File: src/rtl/exe_ctrl_pkg.sv
// Shared types and constants for the execution-unit arbiter and its clients.
package exe_ctrl_pkg;

    localparam int unsigned STAT_W = 4;

    typedef enum logic [1:0] {
        IDLE,
        EXEC,
        CAPT,
        RESP
    } exe_ctrl_state_t;

    localparam logic [1:0] OP_0 = 2'b00;
    localparam logic [1:0] OP_1 = 2'b01;
    localparam logic [1:0] OP_2 = 2'b10;
    localparam logic [1:0] OP_3 = 2'b11;

endpackage

File: src/rtl/rr_pick.sv
// Combinational round-robin pick: first valid requester at or after the pointer, wrapping.
module rr_pick #(
    parameter int unsigned REQ  = 4,
    parameter int unsigned ID_W = $clog2(REQ)
) (
    input  logic [REQ-1:0]  i_valid,
    input  logic [ID_W-1:0] i_ptr,
    output logic [REQ-1:0]  o_grant,
    output logic [ID_W-1:0] o_idx,
    output logic            o_any
);

    logic [ID_W-1:0] w_k;

    // Scan from farthest to nearest so the nearest valid index wins.
    always_comb begin
        o_grant = '0;
        o_idx   = '0;
        o_any   = 1'b0;
        w_k     = '0;
        for (int i = int'(REQ) - 1; i >= 0; i--) begin
            w_k = ID_W'((32'(i_ptr) + 32'(i)) % REQ);
            if (i_valid[w_k]) begin
                o_grant      = '0;
                o_grant[w_k] = 1'b1;
                o_idx        = w_k;
                o_any        = 1'b1;
            end
        end
    end

endmodule

File: src/rtl/exe_unit_arbiter.sv
// Round-robin sequencer sharing one execution unit among REQ requesters.
module exe_unit_arbiter
    import exe_ctrl_pkg::*;
#(
    parameter int unsigned M    = 4,
    parameter int unsigned N    = 2,
    parameter int unsigned REQ  = 4,
    parameter int unsigned ID_W = $clog2(REQ)
) (
    input  logic                    i_clk,
    input  logic                    i_rst,
    input  logic [REQ-1:0]          i_req_valid,
    input  logic [REQ-1:0][N-1:0]   i_req_oper,
    input  logic [REQ-1:0][M-1:0]   i_req_argA,
    input  logic [REQ-1:0][M-1:0]   i_req_argB,
    output logic [REQ-1:0]          o_req_ready,
    output logic [N-1:0]            o_exe_oper,
    output logic [M-1:0]            o_exe_argA,
    output logic [M-1:0]            o_exe_argB,
    input  logic [M-1:0]            i_exe_result,
    input  logic [STAT_W-1:0]       i_exe_status,
    output logic                    o_rsp_valid,
    output logic [ID_W-1:0]         o_rsp_id,
    output logic [M-1:0]            o_rsp_result,
    output logic [STAT_W-1:0]       o_rsp_status,
    input  logic                    i_rsp_ready,
    output logic                    o_busy
);

    exe_ctrl_state_t r_state, w_next_state;

    logic [ID_W-1:0]   r_ptr, r_gid, w_gidx;
    logic [REQ-1:0]    w_grant;
    logic              w_any, w_accept, w_capture, w_release;
    logic [N-1:0]      r_exe_oper;
    logic [M-1:0]      r_exe_argA, r_exe_argB, r_rsp_result;
    logic [STAT_W-1:0] r_rsp_status;
    logic [ID_W-1:0]   r_rsp_id;
    logic              r_rsp_valid, r_busy;

    rr_pick #(.REQ(REQ), .ID_W(ID_W)) u_pick (
        .i_valid (i_req_valid),
        .i_ptr   (r_ptr),
        .o_grant (w_grant),
        .o_idx   (w_gidx),
        .o_any   (w_any)
    );

    always_ff @(posedge i_clk) begin
        if (i_rst) r_state <= IDLE;
        else       r_state <= w_next_state;
    end

    // Grant is only offered in IDLE and never while reset is asserted.
    always_comb begin
        w_next_state = r_state;
        w_accept     = 1'b0;
        w_capture    = 1'b0;
        w_release    = 1'b0;
        o_req_ready  = '0;
        case (r_state)
            IDLE: begin
                if (w_any && !i_rst) begin
                    o_req_ready  = w_grant;
                    w_accept     = 1'b1;
                    w_next_state = EXEC;
                end
            end
            EXEC: w_next_state = CAPT;
            CAPT: begin
                w_capture    = 1'b1;
                w_next_state = RESP;
            end
            RESP: begin
                if (i_rsp_ready) begin
                    w_release    = 1'b1;
                    w_next_state = IDLE;
                end
            end
            default: w_next_state = IDLE;
        endcase
    end

    always_ff @(posedge i_clk) begin
        if (i_rst) begin
            r_ptr        <= '0;
            r_gid        <= '0;
            r_exe_oper   <= '0;
            r_exe_argA   <= '0;
            r_exe_argB   <= '0;
            r_rsp_valid  <= 1'b0;
            r_rsp_id     <= '0;
            r_rsp_result <= '0;
            r_rsp_status <= '0;
            r_busy       <= 1'b0;
        end else begin
            if (w_accept) begin
                r_exe_oper <= i_req_oper[w_gidx];
                r_exe_argA <= i_req_argA[w_gidx];
                r_exe_argB <= i_req_argB[w_gidx];
                r_gid      <= w_gidx;
                r_ptr      <= (w_gidx == ID_W'(REQ - 1)) ? '0 : w_gidx + ID_W'(1);
            end
            if (w_capture) begin
                r_rsp_result <= i_exe_result;
                r_rsp_status <= i_exe_status;
                r_rsp_id     <= r_gid;
                r_rsp_valid  <= 1'b1;
            end
            if (w_release) r_rsp_valid <= 1'b0;
            r_busy <= (w_next_state != IDLE);
        end
    end

    assign o_exe_oper   = r_exe_oper;
    assign o_exe_argA   = r_exe_argA;
    assign o_exe_argB   = r_exe_argB;
    assign o_rsp_valid  = r_rsp_valid;
    assign o_rsp_id     = r_rsp_id;
    assign o_rsp_result = r_rsp_result;
    assign o_rsp_status = r_rsp_status;
    assign o_busy       = r_busy;

endmodule

File: config.mk
export PLATFORM = sky130hd
export DESIGN_NAME = exe_unit_arbiter
export DESIGN_NICKNAME = d
export VERILOG_FILES = /design/src/rtl/exe_ctrl_pkg.sv /design/src/rtl/rr_pick.sv /design/src/rtl/exe_unit_arbiter.sv
export SDC_FILE = /design/constraint.sdc
export NUM_CORES = 1
export LEC_CHECK = 0
export ABC_AREA = 1
export CORE_MARGIN = 2
export CORE_UTILIZATION = 47
export DETAILED_ROUTE_END_ITERATION = 12
export GPL_TIMING_DRIVEN = 0
export HOLD_SLACK_MARGIN = 0.15
export PLACE_DENSITY = 0.87
export SYNTH_ARGS = -nofsm -noshare
export SYNTH_HDL_FRONTEND = slang
export SYNTH_HIERARCHICAL = 1
export SYNTH_SLANG_ARGS = --single-unit
File: constraint.sdc
create_clock -name i_clk -period 5.6 [get_ports i_clk]
set_input_delay 1.68 -clock i_clk [delete_from_list [all_inputs] [get_ports i_clk]]
set_output_delay 1.68 -clock i_clk [all_outputs]
set_load 0.03 [all_outputs]
==> results.py, run 1 <==
metrics = {
    "layout": {
        "regArea_sq_um": 560.5,
        "num_antenna_cells": 0,
        "final_util_pct": 71.46,
        "drive_gt1_share_pct": 8.759,
        "fill_cells": 365,
        "final_cells": 461,
        "multi_input_area_sq_um": 1152,
        "num-nets-final": 477,
        "syn2layout_area_growth_pct": 45.54,
    },
    "cts": {
        "cts_setup_buffers": 0,
        "ctsLongestPathBuffers": 2,
        "cts_buffers": 3,
        "cts_tree": "built",
        "clkSlewWorstSetupHoldPaths_ps": 90,
        "htreeDepth": 1,
        "clockRootBuffer": "clkbuf_8",
        "cts_hold_buf": 0,
        "cts.sinks": 28,
        "insertion_delay_ps": 270,
    },
    "critical_path": {
        "crit_path_end_kind": "primary output",
        "cpLargestDelayFamily": "buffers and inverters",
        "slowest_delay_ps": 450,
        "crit_chain": "clkdlybuf4s50_1 -> inv_1 -> o21ai_1 -> nand2_1 -> nand2_4 -> inv_2 -> nand4_1 -> nand2_4 -> nor2_4 -> inv_1 -> nor2_1 -> dlygate4sd2_1",
        "critPathKind": "input port to primary output",
        "worstPathArrival_ps": 3630,
        "crit_required_ps": 3920,
        "path_max_fanout": 9,
        "slowest_stage": "clkdlybuf4s50_1",
        "cp_num_buf_inv": 5,
        "critPathLaunchType": "input port",
    },
    "detailed_routing": {
        "ant_nets": 0,
        "dr.first_iter.drc_count": 99,
        "routedWlPerCell_microns": 10.90,
        "drtPass1Iterations": 4,
        "finalWirelength_mm": 5.024,
        "num_vias": 2190,
        "drc": 0,
        "viasPerCell": 4.751,
    },
    "placement": {
        "finalWeightedCongestion": 0.8694,
        "dp_hpwl_mm": 3.999,
        "place_ws_ps": -20.50,
        "io_buffers": 79,
        "place_inst": 458,
    },
    "timing": {
        "worst_pin_slew_ps": 462.6,
        "fin_skew_ps": 7.421,
        "fin_crit_sh_pct": 94.84,
        "fmax_mhz": 188.3,
        "setup_viol": 0,
        "slew_viol_final": 0,
        "finalSetupTns_ps": 0,
        "final_hold_viol_count": 0,
        "rsz0062_at_grt": "no",
        "worst_slack_ps": 288.8,
        "fin_crit_ps": 5311,
        "slew_headroom_pct": 69.16,
    },
    "power": {
        "p_sw_uw": 662.7,
        "peakVddDrop_uv": 283.0,
        "clockPowerShare_pct": 8.0,
        "comb_power_share_pct": 69.2,
        "p_per_area_nw_per_um2": 454.2,
        "p_int_uw": 645.0,
        "total_power_uw": 1308,
        "p_seq_share_pct": 22.7,
        "power.share.switching_pct": 50.68,
        "p_leak_uw": 0.001508,
    },
    "logic_synthesis": {
        "async_flop_share_pct": 0,
        "synth.distinct_cells": 26,
        "yosysWarningCount": 6,
        "avgSynthCellArea_sq_um": 6.013,
        "ys_seq_area_share_pct": 28.34,
        "ys_top_cells_by_area": "dfxtp_1 (28%), nand2_1 (22%), nand3_1 (8.3%)",
        "synth_ff_type": "dfxtp_1",
        "synth_nets": 393,
        "postSynthCellCount": 329,
        "synth_top_area_cell": "dfxtp_1",
        "ys_ff_latch": 28,
        "synth_common_cells": "nand2_1 (116), inv_1 (43), nor2_1 (38)",
        "yosys.cell_count.top_type": "nand2_1",
        "syn_area_sq_um": 1978,
        "synth_edf_count": 0,
        "synth_top_cell_area_share_pct": 28.34,
    },
    "grt": {
        "antenna_found_initial": 0,
        "grt_pass1_wl_mm": 8.307,
        "grt_pass1_vias": 1998,
        "gr-total-overflow": 0,
        "grt_max_degree": 15,
        "grt.total_usage_pct": 22.45,
    },
    "floorplanning": {
        "coreArea_sq_um": 4029,
        "dieArea_sq_um": 4744,
        "initial_core_util_pct": 49.10,
        "dieWidth_microns": 68.88,
        "die_h_microns": 68.88,
        "ios": 81,
        "rows": 23,
    },
    "run": {
        "max_cap_violations": 0,
    },
    "status": {
        "outcome": "completed",
    },
    "min_path": {
        "hold_path_class": "register to register",
    },
}
==> state kept, by name, summed over array words and instances, names as in the netlist <==
signal / count
o_exe_argA: 4
o_exe_argB: 4
o_rsp_result: 4
o_rsp_status: 4
o_exe_oper: 2
o_rsp_id: 2
r_gid: 2
r_ptr: 2
r_state: 2
o_busy: 1
o_rsp_valid: 1
==> placed cells by master (no fill, tap or decap), drive strengths merged <==
cell           netlist  final
clkdlybuf4s50        0     75
dlymetal6s2s         0      3
buf                 10     10
o21ai               13     13
nand4                1      1
inv                 49     49
clkbuf               1      4
nand2              124    124
nand3               37     37
nor2                42     42
dlygate4sd2          0      1
or2                  2      2
a21oi               11     11
clkinv               1      1
ha                   9      9
dfxtp               28     28
a31oi                1      1
==> through the flow <==
step / hold slack [ps] / area [sq um]
floorplan: 445.2 / 1978
global placement: 457.0 / 2831
detailed placement: 462.3 / 2831
CTS: 474.7 / 2872
global route: 503.2 / 2879
finish: 474.8 / 2879
==> worst reg2reg max path: stages, from the launching register on <==
cell,delay (ps)
dfxtp_1,610
inv_2,190
ha_1,380
inv_1,100
nand3_2,110
nand2_4,130
inv_6,60
a21oi_4,120
nand2_1,50
o21ai_1,240
buf_4,250
nand2_1,70
nand3_1,100
nand3_1,90
nand2_1,60
inv_1,30
==> layout make-up <==
type / instances / area share [%]
multi-input cells: 240 / 40.03
clock buffers: 3 / 1.434
well taps: 50 / 2.173
flip-flops and latches: 28 / 19.47
plain buffers: 11 / 2.434
inverters: 50 / 6.780
repair buffers: 79 / 27.68
==> kinds of logic (layout without fill, tap and decap cells) <==
kind of cell | count (synthesis) | after routing | synth area share (%)
AND/OR/NAND/NOR | 206 | 206 | 45.60
buffers and inverters | 61 | 143 | 13.41
flip-flops | 28 | 28 | 28.34
AO/OA/AOI/OAI | 25 | 25 | 6.958
adder cells (fa/ha/maj) | 9 | 9 | 5.693
==> what timing repair did <==
item	in CTS	in global routing
endpoints found under the setup margin	1	3
resized for setup	1	3
pin swaps	0	0
hold endpoints to repair	0	0
==> power groups by stage <==
stage	Clock, uW	Sequential [uW]	Combinational (uW)
5_1_grt	114	306	1010
2_1_floorplan	0	378	563
6_report	105	297	905
4_1_cts	106	297	905
3_5_place_dp	0	301	903
3_3_place_gp	0	299	891
==> layer usage <==
metal  GRT usage, %  up-vias  wire length [microns]
li1               -     1165                      -
met1          25.90      955                   2103
met2          41.71       68                   2520
met3          6.006        2                    376
met4          3.922        0                     23
met5              0        -                      0
==> path summary, 6_finish.rpt <==
path	start	endpoint	slack (ps)	cells after the start
max	i_req_valid[2]	o_req_ready[2]	290	12
min	r_gid[0]	r_gid[0]	470	2
max reg2reg	r_ptr[0]	o_exe_argA[3]	2900	15
min reg2reg	r_gid[0]	r_gid[0]	470	2
Power figures use the tool's default switching activity.
==> inputs of run 2 (changes only) <==
--- a/config.mk
+++ b/config.mk
@@ -10,8 +10,8 @@
 export CORE_UTILIZATION = 47
 export DETAILED_ROUTE_END_ITERATION = 12
 export GPL_TIMING_DRIVEN = 0
-export HOLD_SLACK_MARGIN = 0.15
-export PLACE_DENSITY = 0.87
+export HOLD_SLACK_MARGIN = 0.05
+export PLACE_DENSITY = 0.91
 export SYNTH_ARGS = -nofsm -noshare
 export SYNTH_HDL_FRONTEND = slang
 export SYNTH_HIERARCHICAL = 1
==> run 2 against run 1 <==
  * Via count grew 2.5%
  * Core utilization up 0.062 points
  * Non-clock buffer count stayed put
  * Critical path depth did not move
  * Combinational power is 0.6% higher
  * Hold slack lost 1.2 ps
  * Global-route usage increased by 0.21 points
  * Final cell count is 0.22% higher
  * Sequential share of layout area about the same
  * Fmax down 1.1%
  * Count of clock-buffer cells in the layout is 1 higher
  * Largest power group unchanged
==> results.py, run 2 (synthesized netlist as in run 1, its figures left out) <==
metrics = {
    "cts": {
        "insertion_delay_ps": 280,
        "cts.sinks": 28,
        "htreeDepth": 1,
        "ctsLongestPathBuffers": 2,
        "cts_buffers": 3,
        "cts_tree": "built",
        "clkSlewWorstSetupHoldPaths_ps": 100,
        "clockRootBuffer": "clkbuf_8",
        "cts_setup_buffers": 0,
    },
    "timing": {
        "slew_viol_final": 0,
        "fmax_mhz": 186.2,
        "final_hold_viol_count": 0,
        "fin_crit_ps": 5371,
        "fin_crit_sh_pct": 95.91,
        "slew_headroom_pct": 69.66,
        "worst_pin_slew_ps": 452.1,
        "whs_ps": 473.6,
        "finalSetupTns_ps": 0,
        "setup_viol": 0,
        "rsz0062_at_grt": "no",
        "fin_skew_ps": 6.037,
    },
    "floorplanning": {
        "die_h_microns": 68.88,
        "dieWidth_microns": 68.88,
        "rows": 23,
        "dieArea_sq_um": 4744,
        "initial_core_util_pct": 49.10,
        "ios": 81,
        "coreArea_sq_um": 4029,
    },
    "grt": {
        "grt_use_met2_pct": 41.83,
        "grt_pass1_wl_mm": 8.190,
        "met3_usage_pct": 8.929,
        "gr-total-overflow": 0,
        "grt_pass1_vias": 2004,
        "grt_util_met1_pct": 24.43,
        "grt.total_usage_pct": 22.66,
        "busiest_layer": "met2",
        "grt_max_degree": 16,
        "antenna_found_initial": 0,
    },
    "placement": {
        "dp_hpwl_mm": 4.096,
        "place_inst": 458,
        "io_buffers": 79,
        "place_area_sq_um": 2831,
        "finalWeightedCongestion": 0.8363,
    },
    "power": {
        "power.share.switching_pct": 50.75,
        "p_per_area_nw_per_um2": 462.8,
        "p_leak_uw": 0.001477,
        "peakVddDrop_uv": 248.8,
        "p_int_uw": 656.8,
        "p_sw_uw": 676.7,
        "comb_power_share_pct": 68.2,
        "clockPowerShare_pct": 9.4,
        "p_seq_share_pct": 22.4,
    },
    "layout": {
        "layout_commonest_cell": "nand2_1",
        "syn2layout_area_growth_pct": 45.67,
        "final_cell_mix": "nand2_1 (116), clkdlybuf4s50_1 (75), inv_1 (43)",
        "final_util_pct": 71.52,
        "num-nets-final": 477,
        "final_area_sq_um": 2882,
        "final_cells": 462,
        "num_antenna_cells": 0,
        "drive_gt1_share_pct": 8.981,
    },
    "critical_path": {
        "endpoint": "o_req_ready[2]",
        "worst-r2r-cell-count": 17,
        "r2r-end": "o_exe_argA[1]",
        "critPathKind": "input port to primary output",
        "reg2reg_from": "r_ptr[0]",
        "crit_required_ps": 3920,
        "worstSetupStartpoint": "i_req_valid[2]",
        "worstPathArrival_ps": 3690,
        "critPathLaunchType": "input port",
        "crit_path_end_kind": "primary output",
        "reg2reg_slack_ps": 2840,
        "path_max_fanout": 9,
    },
    "detailed_routing": {
        "finalWirelength_mm": 5.145,
        "drtPass1Iterations": 4,
        "dr.first_iter.drc_count": 129,
        "viasPerCell": 4.859,
        "drc": 0,
        "routedWlPerCell_microns": 11.14,
        "num_vias": 2245,
        "ant_nets": 0,
    },
    "status": {
        "outcome": "completed",
    },
    "min_path": {
        "hold_path_class": "register to register",
    },
    "run": {
        "max_cap_violations": 0,
    },
}
## run 2: layer usage
layer  share of wire [%]  wire [microns]  up-vias
li1                    -               -     1168
met1                  41            2100      978
met2                  48            2488       93
met3                  10             518        6
met4                0.72              37        0
met5                   0               0        -
## run 2: area by class of cell
class,count,area (sq um)
multi-input combinational,240,1152
fill,354,1147
timing repair buffer,79,785.8
sequential,28,560.5
inverter,50,195.2
buffer,11,70.07
tap,50,62.56
clock buffer,4,55.05
## run 2: worst min path at each step
stage,cells after the start,from,slack (ps),end
4_1_cts,2,o_exe_argB[2],470,o_exe_argB[2]
6_report,2,o_exe_argB[2],470,o_exe_argB[2]
5_1_grt,2,o_exe_argA[1],490,o_exe_argA[1]
3_5_place_dp,2,o_exe_argB[2],460,o_exe_argB[2]
3_3_place_gp,2,o_exe_argB[2],460,o_exe_argB[2]
2_1_floorplan,2,r_gid[0],450,r_gid[0]
## run 2: what timing repair did
item,in CTS,in global routing
gates resized for setup,4,0
hold buffers,0,0
setup endpoints to repair,4,0
## run 2: power groups by stage
stage                     sequential [uW]  combinational, uW  clock (uW)
after floorplan                       378                563           0
after global placement                299                887           0
final                                 298                910         125
after global routing                  305               1010         137
after detailed placement              302                907           0
after CTS                             297                904         127
## run 2: per-stage QoR
stage	total power (uW)	setup slack [ps]
after global routing	1450	70.18
after CTS	1329	246.2
after global placement	1186	38.93
after floorplan	941.4	969.3
after detailed placement	1209	-33.44
final	1334	229.2
## run 2: critical path, cell delays in order
cell and delay [ps]:
clkdlybuf4s50_1 450, inv_1 40, o21ai_1 220, nand2_1 170
nand2_4 150, inv_2 50, nand4_1 130, nand2_4 110
nor2_4 120, inv_1 80, nor2_1 90, dlygate4sd2_1 400
==> inputs of run 3 (changes only) <==
--- a/config.mk
+++ b/config.mk
@@ -6,11 +6,12 @@
 export NUM_CORES = 1
 export LEC_CHECK = 0
 export ABC_AREA = 1
-export CORE_MARGIN = 2
+export CORE_MARGIN = 4
 export CORE_UTILIZATION = 47
 export DETAILED_ROUTE_END_ITERATION = 12
 export GPL_TIMING_DRIVEN = 0
 export HOLD_SLACK_MARGIN = 0.05
+export MAX_ROUTING_LAYER = met4
 export PLACE_DENSITY = 0.91
 export SYNTH_ARGS = -nofsm -noshare
 export SYNTH_HDL_FRONTEND = slang
==> run 3 against run 2 <==
  * Routed wire length is 0.80% lower
  * Non-clock buffer count unchanged
  * Hold slack lost 3.0 ps
  * Sequential power is essentially flat
  * First-iteration DRC count up 26%
  * Critical path depth is the same
  * Combinational power about the same
  * Die area is 12% higher
  * Clock skew is 4.7 ps lower
  * Clock power about the same
  * Critical path type unchanged
  * Largest cell class unchanged
  * Highest routed layer unchanged
==> results.py, run 3 (synthesized netlist as in run 1, its figures left out) <==
metrics = {
    "min_path": {
        "hold_path_class": "register to register",
    },
    "placement": {
        "io_buffers": 79,
        "finalWeightedCongestion": 0.8554,
        "dp_hpwl_mm": 4.002,
    },
    "timing": {
        "finalSetupTns_ps": 0,
        "rsz0062_at_grt": "no",
        "setup_viol": 0,
        "slew_headroom_pct": 69.83,
        "fin_crit_sh_pct": 92.64,
        "fin_crit_ps": 5188,
        "whs_ps": 470.6,
        "worst_pin_slew_ps": 452.6,
        "fmax_mhz": 192.8,
        "fin_skew_ps": 1.386,
        "slew_viol_final": 0,
        "final_hold_viol_count": 0,
    },
    "layout": {
        "final_cell_mix": "nand2_1 (116), clkdlybuf4s50_1 (75), inv_1 (43)",
        "syn2layout_area_growth_pct": 46.43,
        "num_antenna_cells": 0,
        "layout_commonest_cell": "nand2_1",
        "drive_gt1_share_pct": 8.981,
        "num-nets-final": 477,
    },
    "power": {
        "p_seq_share_pct": 22.4,
        "comb_power_share_pct": 68.2,
        "total_power_uw": 1328,
        "power.share.switching_pct": 50.24,
        "p_sw_uw": 667.3,
        "clockPowerShare_pct": 9.3,
        "p_int_uw": 661.0,
        "peakVddDrop_uv": 222.1,
        "p_per_area_nw_per_um2": 458.6,
        "p_leak_uw": 0.001528,
    },
    "floorplanning": {
        "coreArea_sq_um": 4029,
        "rows": 23,
        "ios": 81,
        "dieWidth_microns": 72.88,
        "initial_core_util_pct": 49.10,
        "die_h_microns": 72.88,
        "dieArea_sq_um": 5311,
    },
    "cts": {
        "insertion_delay_ps": 270,
        "ctsLongestPathBuffers": 2,
        "cts_buffers": 3,
        "cts_hold_buf": 0,
        "cts_tree": "built",
        "clockRootBuffer": "clkbuf_8",
        "clkSlewWorstSetupHoldPaths_ps": 90,
        "htreeDepth": 1,
        "cts.sinks": 28,
    },
    "detailed_routing": {
        "num_vias": 2220,
        "drc": 0,
        "dr.first_iter.drc_count": 162,
        "drtPass1Iterations": 6,
        "viasPerCell": 4.805,
        "finalWirelength_mm": 5.104,
        "ant_nets": 0,
        "routedWlPerCell_microns": 11.05,
    },
    "critical_path": {
        "worstPathArrival_ps": 3510,
        "critPathKind": "input port to primary output",
        "crit_required_ps": 3920,
        "path_max_fanout": 9,
        "crit_path_end_kind": "primary output",
        "critPathLaunchType": "input port",
    },
    "grt": {
        "grt_pass1_vias": 2073,
        "grt_max_degree": 16,
        "grt.total_usage_pct": 20.84,
        "grt_pass1_wl_mm": 8.652,
        "gr-total-overflow": 0,
        "antenna_found_initial": 0,
    },
    "run": {
        "max_cap_violations": 0,
    },
    "status": {
        "outcome": "completed",
    },
}
==> run 3: cell types whose count changed in the layout (fill, tap and decap cells not counted) <==
cell and delta:
dlygate4sd2_1 -4, dlymetal6s2s_1 +4
==> run 3: power groups by stage <==
stage	Sequential [uW]	Combinational (uW)	Clock (uW)
after detailed placement	303	903	0
after floorplan	378	563	0
final	298	907	124
after global placement	300	888	0
after CTS	298	908	125
after global routing	305	1020	135
==> run 3: area by class of cell <==
| class | instances | area [sq um] |
|---|---|---|
| plain buffers | 11 | 70.07 |
| clock buffers | 4 | 55.05 |
| fillers | 349 | 1132 |
| inverters | 50 | 195.2 |
| multi-input cells | 240 | 1152 |
| flip-flops and latches | 28 | 560.5 |
| well taps | 50 | 62.56 |
| repair buffers | 79 | 800.8 |
==> run 3: critical path, cell delays in order <==
cell             delay, ps
clkdlybuf4s50_1        450
inv_1                   50
o21ai_1                190
nand2_1                140
nand2_4                140
inv_2                   50
nand4_1                130
nand2_4                110
nor2_4                 120
inv_1                   80
nor2_1                  80
dlymetal6s2s_1         290
==> run 3: through the flow <==
step           utilization [%]  cell area [sq um]  cells  setup WS, ps
2_1_floorplan                -               1978    329         969.3
3_3_place_gp             70.28               2831    458         36.49
3_5_place_dp             70.28               2831    458         27.48
4_1_cts                  71.65               2887    462         25.39
5_1_grt                  71.89               2897    462         170.3
6_report                 71.89               2897    462         412.2
==> run 3: path summary, 6_finish.rpt <==
path,slack (ps),endpoint,cells after the start,startpoint
worst min register to register,470,o_exe_oper[0],2,o_exe_oper[0]
worst min-delay path,470,o_exe_oper[0],2,o_exe_oper[0]
worst max-delay path,410,o_req_ready[3],12,i_req_valid[2]
worst max register to register,2900,o_exe_argA[2],17,r_ptr[0]
==> run 3: layer usage <==
| metal | track usage, % | routed length, microns |
|---|---|---|
| met3 | 6.336 | 476 |
| met5 | - | 0 |
| met1 | 23.87 | 2102 |
| met2 | 36.37 | 2492 |
| met4 | 3.279 | 33 |
==> run 3: what timing repair did <==
| action | 4_1_cts | 5_1_grt |
|---|---|---|
| resized for setup | 0 | 4 |
| setup endpoints to repair | 0 | 4 |
| buffers inserted | 0 | 0 |
